### src/rtl/mem_access_stage.sv
// MEM pipeline stage: aligned data-memory access over a req/gnt/rvalid bus,
// load extraction/extension, store strobes, bus timeout, and the MEM/WB register.
module mem_access_stage #(
  parameter int unsigned TIMEOUT_CYCLES = 255
) (
  input  logic        clk,
  input  logic        rst,
  input  logic [31:0] mem_pc,
  input  logic [31:0] mem_alu_result,
  input  logic [31:0] mem_rs2_val_for_store,
  input  logic [4:0]  mem_rd_addr,
  input  logic        mem_reg_write,
  input  logic        mem_mem_read,
  input  logic        mem_mem_write,
  input  logic [1:0]  mem_load_size,
  input  logic [1:0]  mem_store_size,
  input  logic        mem_load_signed,
  input  logic [31:0] mem_wb_candidate,
  input  logic        mem_csr_hit,
  input  logic [31:0] mem_csr_data,
  output logic        dbus_req,
  output logic        dbus_we,
  output logic [31:0] dbus_addr,
  output logic [31:0] dbus_wdata,
  output logic [3:0]  dbus_wstrb,
  input  logic        dbus_gnt,
  input  logic        dbus_rvalid,
  input  logic [31:0] dbus_rdata,
  output logic        mem_stall,
  output logic [31:0] wb_pc,
  output logic [4:0]  wb_rd_addr,
  output logic        wb_reg_write,
  output logic [31:0] wb_data,
  output logic        wb_misalign,
  output logic        wb_bus_err
);

  typedef enum logic [1:0] {IDLE, GNT, RESP} state_t;

  localparam logic [7:0] TO_LAST = 8'(TIMEOUT_CYCLES - 1);

  state_t      state;
  logic [7:0]  cnt;

  logic        is_access, is_store, is_load, misalign, aligned, timeout;
  logic        complete, load_done, bus_err;
  logic [1:0]  size, addr_lo;
  logic [31:0] shifted, load_val, nonload_val;
  logic [3:0]  strb;

  assign is_access = mem_mem_read | mem_mem_write;
  assign is_store  = mem_mem_write;
  assign is_load   = mem_mem_read & ~mem_mem_write;
  assign size      = is_store ? mem_store_size : mem_load_size;
  assign addr_lo   = mem_alu_result[1:0];
  assign misalign  = is_access & (((size == 2'b01) & addr_lo[0]) |
                                  (size[1] & (addr_lo != 2'b00)));
  assign aligned   = is_access & ~misalign;
  // A load granted late enters RESP already past the limit, hence >= rather than ==.
  assign timeout   = (state != IDLE) && (cnt >= TO_LAST);

  always_comb begin
    complete  = 1'b0;
    load_done = 1'b0;
    bus_err   = 1'b0;
    if (!aligned) begin
      complete = 1'b1;
    end else begin
      case (state)
        IDLE: complete = dbus_gnt & is_store;
        GNT: begin
          if (dbus_gnt) begin
            complete = is_store;
          end else if (timeout) begin
            complete = 1'b1;
            bus_err  = 1'b1;
          end
        end
        RESP: begin
          if (dbus_rvalid) begin
            complete  = 1'b1;
            load_done = 1'b1;
          end else if (timeout) begin
            complete = 1'b1;
            bus_err  = 1'b1;
          end
        end
        default: complete = 1'b1;
      endcase
    end
  end

  always_comb begin
    strb       = 4'b1111;
    dbus_wdata = mem_rs2_val_for_store;
    case (mem_store_size)
      2'b00: begin
        strb       = 4'b0001 << addr_lo;
        dbus_wdata = {4{mem_rs2_val_for_store[7:0]}};
      end
      2'b01: begin
        strb       = addr_lo[1] ? 4'b1100 : 4'b0011;
        dbus_wdata = {2{mem_rs2_val_for_store[15:0]}};
      end
      default: ;
    endcase
  end

  always_comb begin
    shifted = dbus_rdata >> {addr_lo, 3'b000};
    case (mem_load_size)
      2'b00:   load_val = {{24{mem_load_signed & shifted[7]}}, shifted[7:0]};
      2'b01:   load_val = {{16{mem_load_signed & shifted[15]}}, shifted[15:0]};
      default: load_val = shifted;
    endcase
  end

  assign nonload_val = mem_csr_hit ? mem_csr_data : mem_wb_candidate;
  assign mem_stall   = aligned & ~complete;
  // Gated by reset so the bus sees no request while the stage is held in reset.
  assign dbus_req    = rst & aligned & (state != RESP);
  assign dbus_we     = is_store;
  assign dbus_addr   = {mem_alu_result[31:2], 2'b00};
  assign dbus_wstrb  = is_store ? strb : 4'b0000;

  always_ff @(posedge clk or negedge rst) begin
    if (!rst) begin
      state <= IDLE;
      cnt   <= 8'd0;
    end else begin
      case (state)
        IDLE: begin
          if (aligned && !dbus_gnt) begin
            state <= GNT;
            cnt   <= 8'd0;
          end else if (aligned && is_load) begin
            state <= RESP;
            cnt   <= 8'd0;
          end
        end
        GNT: begin
          cnt <= cnt + 8'd1;
          if (bus_err)       state <= IDLE;
          else if (dbus_gnt) state <= is_store ? IDLE : RESP;
        end
        RESP: begin
          cnt <= cnt + 8'd1;
          if (complete) state <= IDLE;
        end
        default: state <= IDLE;
      endcase
    end
  end

  // Stalled cycles push a bubble; pc/rd/data are simply held.
  always_ff @(posedge clk or negedge rst) begin
    if (!rst) begin
      wb_pc        <= 32'd0;
      wb_rd_addr   <= 5'd0;
      wb_reg_write <= 1'b0;
      wb_data      <= 32'd0;
      wb_misalign  <= 1'b0;
      wb_bus_err   <= 1'b0;
    end else if (complete) begin
      wb_pc        <= mem_pc;
      wb_rd_addr   <= mem_rd_addr;
      wb_reg_write <= mem_reg_write & ~misalign & ~bus_err;
      wb_data      <= load_done ? load_val : nonload_val;
      wb_misalign  <= misalign;
      wb_bus_err   <= bus_err;
    end else begin
      wb_reg_write <= 1'b0;
      wb_misalign  <= 1'b0;
      wb_bus_err   <= 1'b0;
    end
  end

endmodule

### config.mk
export PLATFORM = sky130hd
export DESIGN_NAME = mem_access_stage
export DESIGN_NICKNAME = d
export VERILOG_FILES = /design/src/rtl/mem_access_stage.sv
export SDC_FILE = /design/constraint.sdc
export NUM_CORES = 1
export LEC_CHECK = 0
export BUFFER_PORTS_ARGS = -buffer_cell sky130_fd_sc_hd__buf_2
export CAP_MARGIN = 0
export CORE_AREA = 2 2 135 137
export DETAILED_ROUTE_END_ITERATION = 6
export DIE_AREA = 0 0 137 139
export PLACE_DENSITY_LB_ADDON = 0.08
export SYNTH_ARGS = -nofsm -noshare
export SYNTH_HDL_FRONTEND = slang
export SYNTH_SLANG_ARGS = --single-unit
### constraint.sdc
create_clock -name clk -period 3.43 [get_ports clk]
set_input_delay 0.343 -clock clk [delete_from_list [all_inputs] [get_ports clk]]
set_output_delay 0.343 -clock clk [all_outputs]
set_load 0.02 [all_outputs]
==> metrics.cfg, run 1 <==
[clock_tree]
cts_resized = 0
clkTransAtPathRegs_ns = 0.07
tritoncts = done
cts_sinks = 82
numCtsBuffers = 9
htreeDepth = 3
cts_buffer_depth = 2
clk_latency_ns = 0.36
cts-root-buf = clkbuf_16

[placed_design]
gp_congestion = 0.790
port-buffer-count = 290
dp_hpwl_microns = 15600

[drt]
viasPerCell = 4.96
firstDrtPassIters = 4
wl_per_cell_microns = 19.9
route.antenna.remaining_nets = 0
initialDrtViolationCount = 136
drc = 0
dr_total_vias = 4931
finalWirelength_microns = 19800

[setup_path]
critPathArrivalTime_ns = 2.70
worstPathRequired_ns = 3.09
reg2reg_depth = 8
worstPathMaxFanout = 31
r2r-start = state[1]
worstSetupStartpoint = state[1]
crit_path_end_kind = output port
r2r-end = wb_data[12]
crit_path_end = mem_stall
critPathLaunchType = flip-flop
crit_type = reg -> out
r2r_slack_ns = 0.68

[layout]
synthToLayoutAreaGrowth_pct = 30.4
multiInputGateArea_sq_um = 2910
regArea_sq_um = 2050
final_layout_size_suffix_gt1_share_pct = 52.7
nets = 974
fillCellCount = 1820

[die]
core_area_sq_um = 17700
ios = 353
dieHeight_microns = 139
initial_utilization_pct = 31.0
dieArea_sq_um = 19000
rows = 49
die_x_microns = 137

[power]
p_leak_nw = 3.47
peakVddDrop_v = 0.000272
total_power_mw = 4.32
power_per_cell_area_nw_per_um2 = 605

[global_route]
grt_max_degree = 61
grt-ovfl-total = 0
grt_pass1_wl_microns = 29300
antenna_found_initial = 5
grt_use_total_pct = 20.4
grt_pass1_vias = 5240

[logic_synthesis]
synthCells = 519
synth-simple-area-share_pct = 9.67
yosys.cell_types.count = 48
synth_area_leaders = dfrtp_1 38%, mux2_2 15%, mux2i_1 10%, buf_4 5.6%, mux2_1 4.3%
syn_area_sq_um = 5470
synth.largest_area_cell = dfrtp_1
yosysSeqAreaShare_pct = 37.5
yosys.area_share.adder_pct = 1.37
synth.top_cell.area_share_pct = 37.5
synth_xor_area_share_pct = 0
synth_ff_type = dfrtp_1
yosysWarnings = 0
synth.mux.area_fraction_pct = 30.6
synth_top_family_by_area = multiplexers
ys_ff_latch = 82
synth_compound_area_share_pct = 11.3
async_reset_ff_share_pct = 100
synth-edff-count = 0
syn_area_per_cell_sq_um = 10.5

[min_path]
hp-class = in -> reg

[timing]
fin_crit_sh_pct = 88.7
slew_headroom_pct = 45.7
period_needed_ns = 3.04
final-hold-violation-count = 0
finalSetupTns_ns = 0
setup_viol = 0
max_freq_ghz = 0.329
rsz0062_at_grt = false
tightest_slew_ns = 0.815
clock_skew_ns = 0.00539
final_max_slew_viol_count = 0

[flow_run]
maxCapViolCount = 0

[run_status]
outcome = finished clean

metal layers:
metal	up-vias	part of all wire [%]	track usage, %
met1	2367	38	22.4
met5	-	0.13	0
li1	2320	-	-
met2	194	53	37.1
met3	46	6.9	4.90
met4	4	2.3	8.52
area by class of cell:
type	count	share of cell area (%)
Timing Repair Buffer	304	21.9
Inverter	6	0.316
Antenna cell	3	0.105
Clock buffer	9	3.16
Multi-Input combinational cell	355	40.7
Tap cell	229	4.02
Clock inverter	7	1.03
Sequential cell	82	28.8
what timing repair did:
item / in CTS / in global routing
setup buffers: 0 / 0
hold endpoints to repair: 22 / 0
hold buffers: 1 / 0
logic make-up (layout without fill, tap and decap cells):
logic type | count (synthesis) | in the layout
AOI/OAI and AO/OA | 84 | 84
adders and majority gates | 6 | 6
buffers and inverters | 83 | 326
DFF | 82 | 82
muxes | 154 | 154
other | 1 | 5
and+or+nand+nor | 109 | 109
cells in the final DEF, fill, tap and decap left out, types with 4 or more instances in the layout:
cell type	synthesis	final
o21ai_0	26	26
nor2_1	26	26
nor2b_1	6	6
mux2_1	21	21
a21oi_1	6	6
nand3_1	4	4
ha_1	6	6
clkbuf_16	0	9
inv_1	6	6
nor3_1	5	4
mux2i_1	57	57
nor3b_1	4	4
nand2_1	42	42
buf_2	3	289
a22oi_1	8	8
o31a_1	7	7
nand2b_1	6	6
a32oi_1	16	16
mux2_2	75	75
o2bb2ai_1	7	7
buf_4	41	14
and3_1	4	4
dfrtp_1	82	82
flip-flops by register name, indices dropped and copies added, names as in the netlist:
name and cells:
wb_rd_addr 5, wb_bus_err 1, wb_data 32, state 2, wb_pc 32, cnt 8
wb_reg_write 1, wb_misalign 1
worst max-delay path: stages, from the launching register on:
cell,delay [ns]
dfrtp_1,0.41
inv_1,0.08
ha_1,0.29
nor2_1,0.14
nor2_1,0.06
or4_4,0.51
a211oi_4,0.18
buf_4,0.40
buf_2,0.24
worst min-delay path by stage:
stage,to,depth (start not counted),slack (ns),startpoint
floorplan,cnt[0],0,0.05,rst
global placement,wb_pc[25],1,0.26,rst
detailed placement,wb_pc[27],1,0.27,rst
CTS,wb_pc[24],2,0.19,mem_pc[24]
global route,wb_pc[24],2,0.19,mem_pc[24]
finish,wb_pc[5],2,0.19,mem_pc[5]
metrics by stage:
stage          cells  setup WS, ns  utilization (%)  hold WS [ns]  cell area [sq um]
3_3_place_gp     975         0.730             38.6         0.263               6820
4_1_cts          992         0.357             40.4         0.187               7130
5_1_grt          995         0.252             40.4         0.192               7140
2_1_floorplan    520         0.952                -        0.0474               5480
6_report         995         0.387             40.4         0.194               7140
3_5_place_dp     975         0.682             38.6         0.269               6820
cells in the mapped netlist (all sizes together), types with 7 or more instances:
| cell type | number |
|---|---|
| a21oi | 7 |
| a22oi | 8 |
| a32oi | 16 |
| buf | 57 |
| clkbuf | 20 |
| dfrtp | 82 |
| mux2 | 96 |
| mux2i | 57 |
| nand2 | 42 |
| nor2 | 26 |
| o21ai | 27 |
| o2bb2ai | 7 |
| o31a | 7 |
power by group:
part | internal (mW) | switching [mW]
logic | 0.773 | 1.10
clock network | 0.513 | 0.470
registers | 1.27 | 0.188
Power figures use the tool's default switching activity.
==> run 2, diff against run 1 <==
Settings changed: CORE_AREA 2 2 135 137 to 2 2 137 139, DIE_AREA 0 0 137 139 to 0 0 139 141, GPL_TIMING_DRIVEN set to 0, SETUP_SLACK_MARGIN set to 0.1.
Clock period 3.43 ns to 2.7 ns, I/O delays scaled along.
==> run 2 against run 1 <==
  * Register-to-register slack worse by 0.47 ns
  * Sequential power up 27%
  * Global-route usage down 0.81 points
  * Non-clock buffer count grew 102
  * Wire length up 0.71%
  * Utilization up 2.3 points
  * Highest routed layer unchanged
  * Final cell count rose by 11%
  * Sequential share of layout area down 2.5 points
  * Clock skew increased by 0.0014 ns
  * Clock power rose by 25%
  * Cell area rose by 9.3%
==> metrics.cfg, run 2 (same netlist as run 1, synthesis figures left out) <==
[layout]
utilization_pct = 42.7
mostFrequentLayoutCells = 321 x buf_2, 82 x dfrtp_1, 75 x mux2_2, 57 x mux2i_1, 50 x buf_4
fillCellCount = 1858
largestRegisters = wb_data x32, wb_pc x32, cnt x8
fin_area_sq_um = 7800
layout.cells.non_filler = 1100
final_common_cell = buf_2
nets = 1076
final_layout_size_suffix_gt1_share_pct = 55.7
synthToLayoutAreaGrowth_pct = 42.6

[setup_path]
crit_type = reg -> out
worstPathRequired_ns = 2.43
slowest_delay_ns = 0.50
critPathLaunchType = flip-flop
path_buf_inv = 3
critPathArrivalTime_ns = 2.27
crit_top_cell = nor2_1
worstPathMaxFanout = 4
critPathSlowestCell = or4_4
path_cells = inv_1, ha_1, nor2_1, nor2_1, or4_4, a211oi_4, buf_6, buf_2
path_delay_family = simple AND/OR/NAND/NOR gates
crit_path_end_kind = output port

[clock_tree]
clkTransAtPathRegs_ns = 0.07
htreeDepth = 3
cts_buffer_depth = 2
numCtsBuffers = 9
tritoncts = done
cts_sinks = 82
clk_latency_ns = 0.35
cts-root-buf = clkbuf_16

[placed_design]
place_area_sq_um = 7390
gp_congestion = 0.940
pre_cts_slack_ns = -0.352
port-buffer-count = 319
dp_hpwl_microns = 16500
place_inst = 1074

[global_route]
grt_pass1_vias = 5405
grt_pass1_wl_microns = 29900
grt-ovfl-total = 0
grt_max_degree = 54
grt_use_total_pct = 19.6
antenna_found_initial = 3

[min_path]
hp-class = in -> reg

[timing]
tightest_slew_ns = 0.986
finalSetupTns_ns = 0
timing.hold.ws_ns = 0.126
clock_skew_ns = 0.00679
period_needed_ns = 2.54
final_max_slew_viol_count = 0
slew_headroom_pct = 34.2
final-hold-violation-count = 0
setup_viol = 0
fin_crit_sh_pct = 94.0
max_freq_ghz = 0.394
fin_ws_ns = 0.161
rsz0062_at_grt = false

[die]
die_x_microns = 139
core_area_sq_um = 18300
dieHeight_microns = 141
rows = 50
dieArea_sq_um = 19600
ios = 353
initial_utilization_pct = 30.0

[power]
total_power_mw = 5.71
peakVddDrop_v = 0.000342
power_per_cell_area_nw_per_um2 = 731
p_leak_nw = 3.87

[flow_run]
maxCapViolCount = 0

[drt]
route.antenna.remaining_nets = 0
finalWirelength_microns = 19900
wl_per_cell_microns = 18.1
drc = 0
firstDrtPassIters = 4
dr_total_vias = 5272
initialDrtViolationCount = 191
viasPerCell = 4.79

[run_status]
outcome = finished clean

run 2: power by group:
group / switching [mW] / total, mW / internal, mW
sequential: 0.239 / 1.85 / 1.62
combinational: 1.48 / 2.62 / 1.14
clock: 0.578 / 1.23 / 0.651
run 2: final cells by class:
type / count / area (sq um) / share of cell area [%]
sequential: 82 / 2050 / 26.3
clock buffer: 9 / 225 / 2.89
antenna: 1 / 2.50 / 0.0321
buffer: 76 / 497 / 6.37
clock inverter: 7 / 71.3 / 0.914
tap: 234 / 293 / 3.75
inverter: 6 / 22.5 / 0.289
timing repair buffer: 330 / 1710 / 21.9
multi-input combinational: 355 / 2930 / 37.6
run 2: repair_timing:
item / CTS / global route
hold buffers: 1 / 0
resized for setup: 3 / 5
pin swaps: 1 / 2
endpoints found under the setup margin: 73 / 61
setup buffers: 3 / 6
endpoints found under the hold margin: 30 / 0
run 2: layer usage:
layer	global-route usage, %	vias to the layer above	part of all wire, %	routed length, microns
met1	23.0	2464	39	7770
li1	-	2526	-	-
met4	8.45	4	2.6	511
met2	34.6	244	51	10200
met3	4.28	34	6.9	1370
met5	0	-	0.12	24
run 2: final timing paths:
kind                                 start     endpoint  slack [ns]  depth (start not counted)
worst max-delay path              state[1]    mem_stall        0.16                          8
worst min-delay path            mem_pc[31]    wb_pc[31]        0.13                          2
worst max register to register    state[1]  wb_data[31]        0.21                          9
worst min register to register   wb_pc[18]    wb_pc[18]        0.49                          1
max in group asynchronous              rst     wb_pc[1]        1.67                          3
min in group asynchronous              rst   wb_data[9]        0.40                          2
==> run 3, diff against run 2 <==
Clock period 2.7 ns to 2.29 ns, I/O delays scaled along.
==> run 3 against run 2 <==
  * The flow now finishes with violations (setup timing)
  * Worst setup slack worse by 0.34 ns
  * Wire length rose by 4.9%
  * Register-to-register slack worse by 0.38 ns
  * Critical path depth grew 1
  * Non-clock buffer count is 14 higher
  * Cell area is 8.4% higher
  * Sequential share of layout area is 2.0 points lower
  * Clock skew down 0.0011 ns
  * Final cell count rose by 1.5%
  * Clock power is 23% higher
  * Global-route usage up 0.47 points
  * Critical path type unchanged
==> metrics.cfg, run 3 (same netlist as run 1, synthesis figures left out) <==
[min_path]
min_to = wb_pc[18]
worstHoldStart = mem_pc[18]
min_path_cells = 2
hp-class = in -> reg

[placed_design]
place_area_sq_um = 7640
gp_congestion = 0.943
port-buffer-count = 319
dp_hpwl_microns = 16500

[die]
initial_utilization_pct = 30.0
die_x_microns = 139
dieArea_sq_um = 19600
ios = 353
dieHeight_microns = 141
rows = 50
core_area_sq_um = 18300

[timing]
final-hold-violation-count = 0
slew_headroom_pct = 38.9
setup_viol = 70
timing.hold.ws_ns = 0.0876
fin_crit_sh_pct = 108
final_max_slew_viol_count = 0
rsz0062_at_grt = true
clock_skew_ns = 0.00573
max_freq_ghz = 0.405
fin_ws_ns = -0.179
tightest_slew_ns = 0.916
period_needed_ns = 2.47

[drt]
initialDrtViolationCount = 180
firstDrtPassIters = 4
drc = 0
finalWirelength_microns = 20900
dr_total_vias = 5402
route.antenna.remaining_nets = 0
viasPerCell = 4.84
wl_per_cell_microns = 18.7

[clock_tree]
cts_buffer_depth = 2
tritoncts = done
numCtsBuffers = 9
cts_sinks = 82
clk_latency_ns = 0.35
cts-root-buf = clkbuf_16
htreeDepth = 3
clkTransAtPathRegs_ns = 0.07

[global_route]
use_met2_pct = 35.8
use_met1_pct = 23.5
antenna_found_initial = 6
grt_pass1_wl_microns = 30300
met3_usage_pct = 5.40
grt_use_total_pct = 20.1
grt_max_degree = 45
grt_pass1_vias = 5324
top_usage_layer = met2
grt-ovfl-total = 0

[run_status]
outcome = finished with violations
violations = setup timing

[power]
power_per_cell_area_nw_per_um2 = 899
p_leak_nw = 4.31
peakVddDrop_v = 0.000379
total_power_mw = 7.60

[setup_path]
reg2reg_depth = 11
critPathSlowestCell = or4_4
crit_path_end_kind = output port
r2r-end = wb_data[7]
critPathLaunchType = flip-flop
r2r_slack_ns = -0.17
crit_top_cell = buf_6
r2r-start = state[0]
path_buf_inv = 4
crit_type = reg -> out
worstPathMaxFanout = 4
path_cells = buf_6, ha_4, nor2_1, nor2_1, or4_4, a211oi_4, buf_12, buf_6, buf_6
slowest_delay_ns = 0.50
worstPathRequired_ns = 2.06
path_delay_family = simple AND/OR/NAND/NOR gates
critPathArrivalTime_ns = 2.24

[layout]
largestRegisters = wb_data x32, wb_pc x32, cnt x8
synthToLayoutAreaGrowth_pct = 54.6
utilization_pct = 46.3
final_common_cell = buf_2
final_layout_size_suffix_gt1_share_pct = 60.1
mostFrequentLayoutCells = 321 x buf_2, 82 x dfrtp_1, 67 x mux2_4, 57 x mux2i_1, 54 x buf_4
nets = 1090
fin_area_sq_um = 8460

[flow_run]
maxCapViolCount = 0

==> run 3: cell types whose count changed in the layout (fill, tap and decap cells not counted), sizes merged <==
cell	previous run	this run
diode	1	4
buf	386	397
clkinvlp	2	0
clkbuf	28	31
inv	10	12
==> run 3: worst register-to-register path, cell delays in order, from the launching register on <==
cell,delay (ns)
dfrtp_1,0.40
buf_6,0.13
ha_4,0.16
nor2_1,0.08
nor2_1,0.04
or4_4,0.50
a211oi_4,0.21
buf_12,0.16
buf_12,0.13
buf_12,0.12
buf_16,0.12
mux2_4,0.29
==> run 3: final cells by class <==
cell class / instances / area (sq um)
Buffer: 74 / 529
Inverter: 6 / 22.5
Clock inverter: 7 / 78.8
Tap cell: 234 / 293
Fill cell: 1785 / 9810
Multi-Input combinational cell: 355 / 3250
Clock buffer: 9 / 225
Timing Repair Buffer: 346 / 1990
Sequential cell: 82 / 2050
Antenna cell: 4 / 10.0
==> run 3: worst max-delay path by stage <==
stage          slack [ns]          start  cells past startpoint          end
6_report            -0.18       state[0]                      9    mem_stall
5_1_grt             -0.24       state[0]                      9    mem_stall
4_1_cts             -0.25       state[0]                     10   wb_data[7]
3_5_place_dp        -0.67  mem_mem_write                      7  wb_data[30]
3_3_place_gp        -0.62  mem_mem_write                      7  wb_data[29]
2_1_floorplan       -0.15       state[0]                      9    wb_pc[13]
==> run 3: power breakdown <==
group / leakage (nW) / switching (mW) / internal [mW]
combinational: 3.19 / 1.95 / 1.93
clock: 0.151 / 0.727 / 0.784
sequential: 0.968 / 0.307 / 1.91
total: 4.31 / 2.98 / 4.62
==> run 3: layer usage <==
metal | routed length (microns) | vias up | share of wire [%]
li1 | - | 2560 | -
met1 | 8090 | 2546 | 39
met2 | 10700 | 261 | 51
met3 | 1660 | 29 | 7.9
met4 | 421 | 6 | 2.0
met5 | 38 | - | 0.18
==> run 3: what timing repair did <==
item | 4_1_cts | 5_1_grt
pin swaps | 2 | 5
gates cloned | 2 | 4
endpoints found under the setup margin | 77 | 79
setup buffers | 15 | 5
hold buffers | 1 | 0
resized for setup | 28 | 21
hold endpoints to repair | 38 | 0
==> run 3: metrics by stage <==
stage | cells | setup TNS (ns) | worst slack (ns)
finish | 1117 | -8.57 | -0.179
global route | 1114 | -12.80 | -0.236
CTS | 1108 | -14.70 | -0.246
detailed placement | 1074 | -43.14 | -0.668
global placement | 1073 | -38.71 | -0.621
floorplan | 520 | -8.44 | -0.153
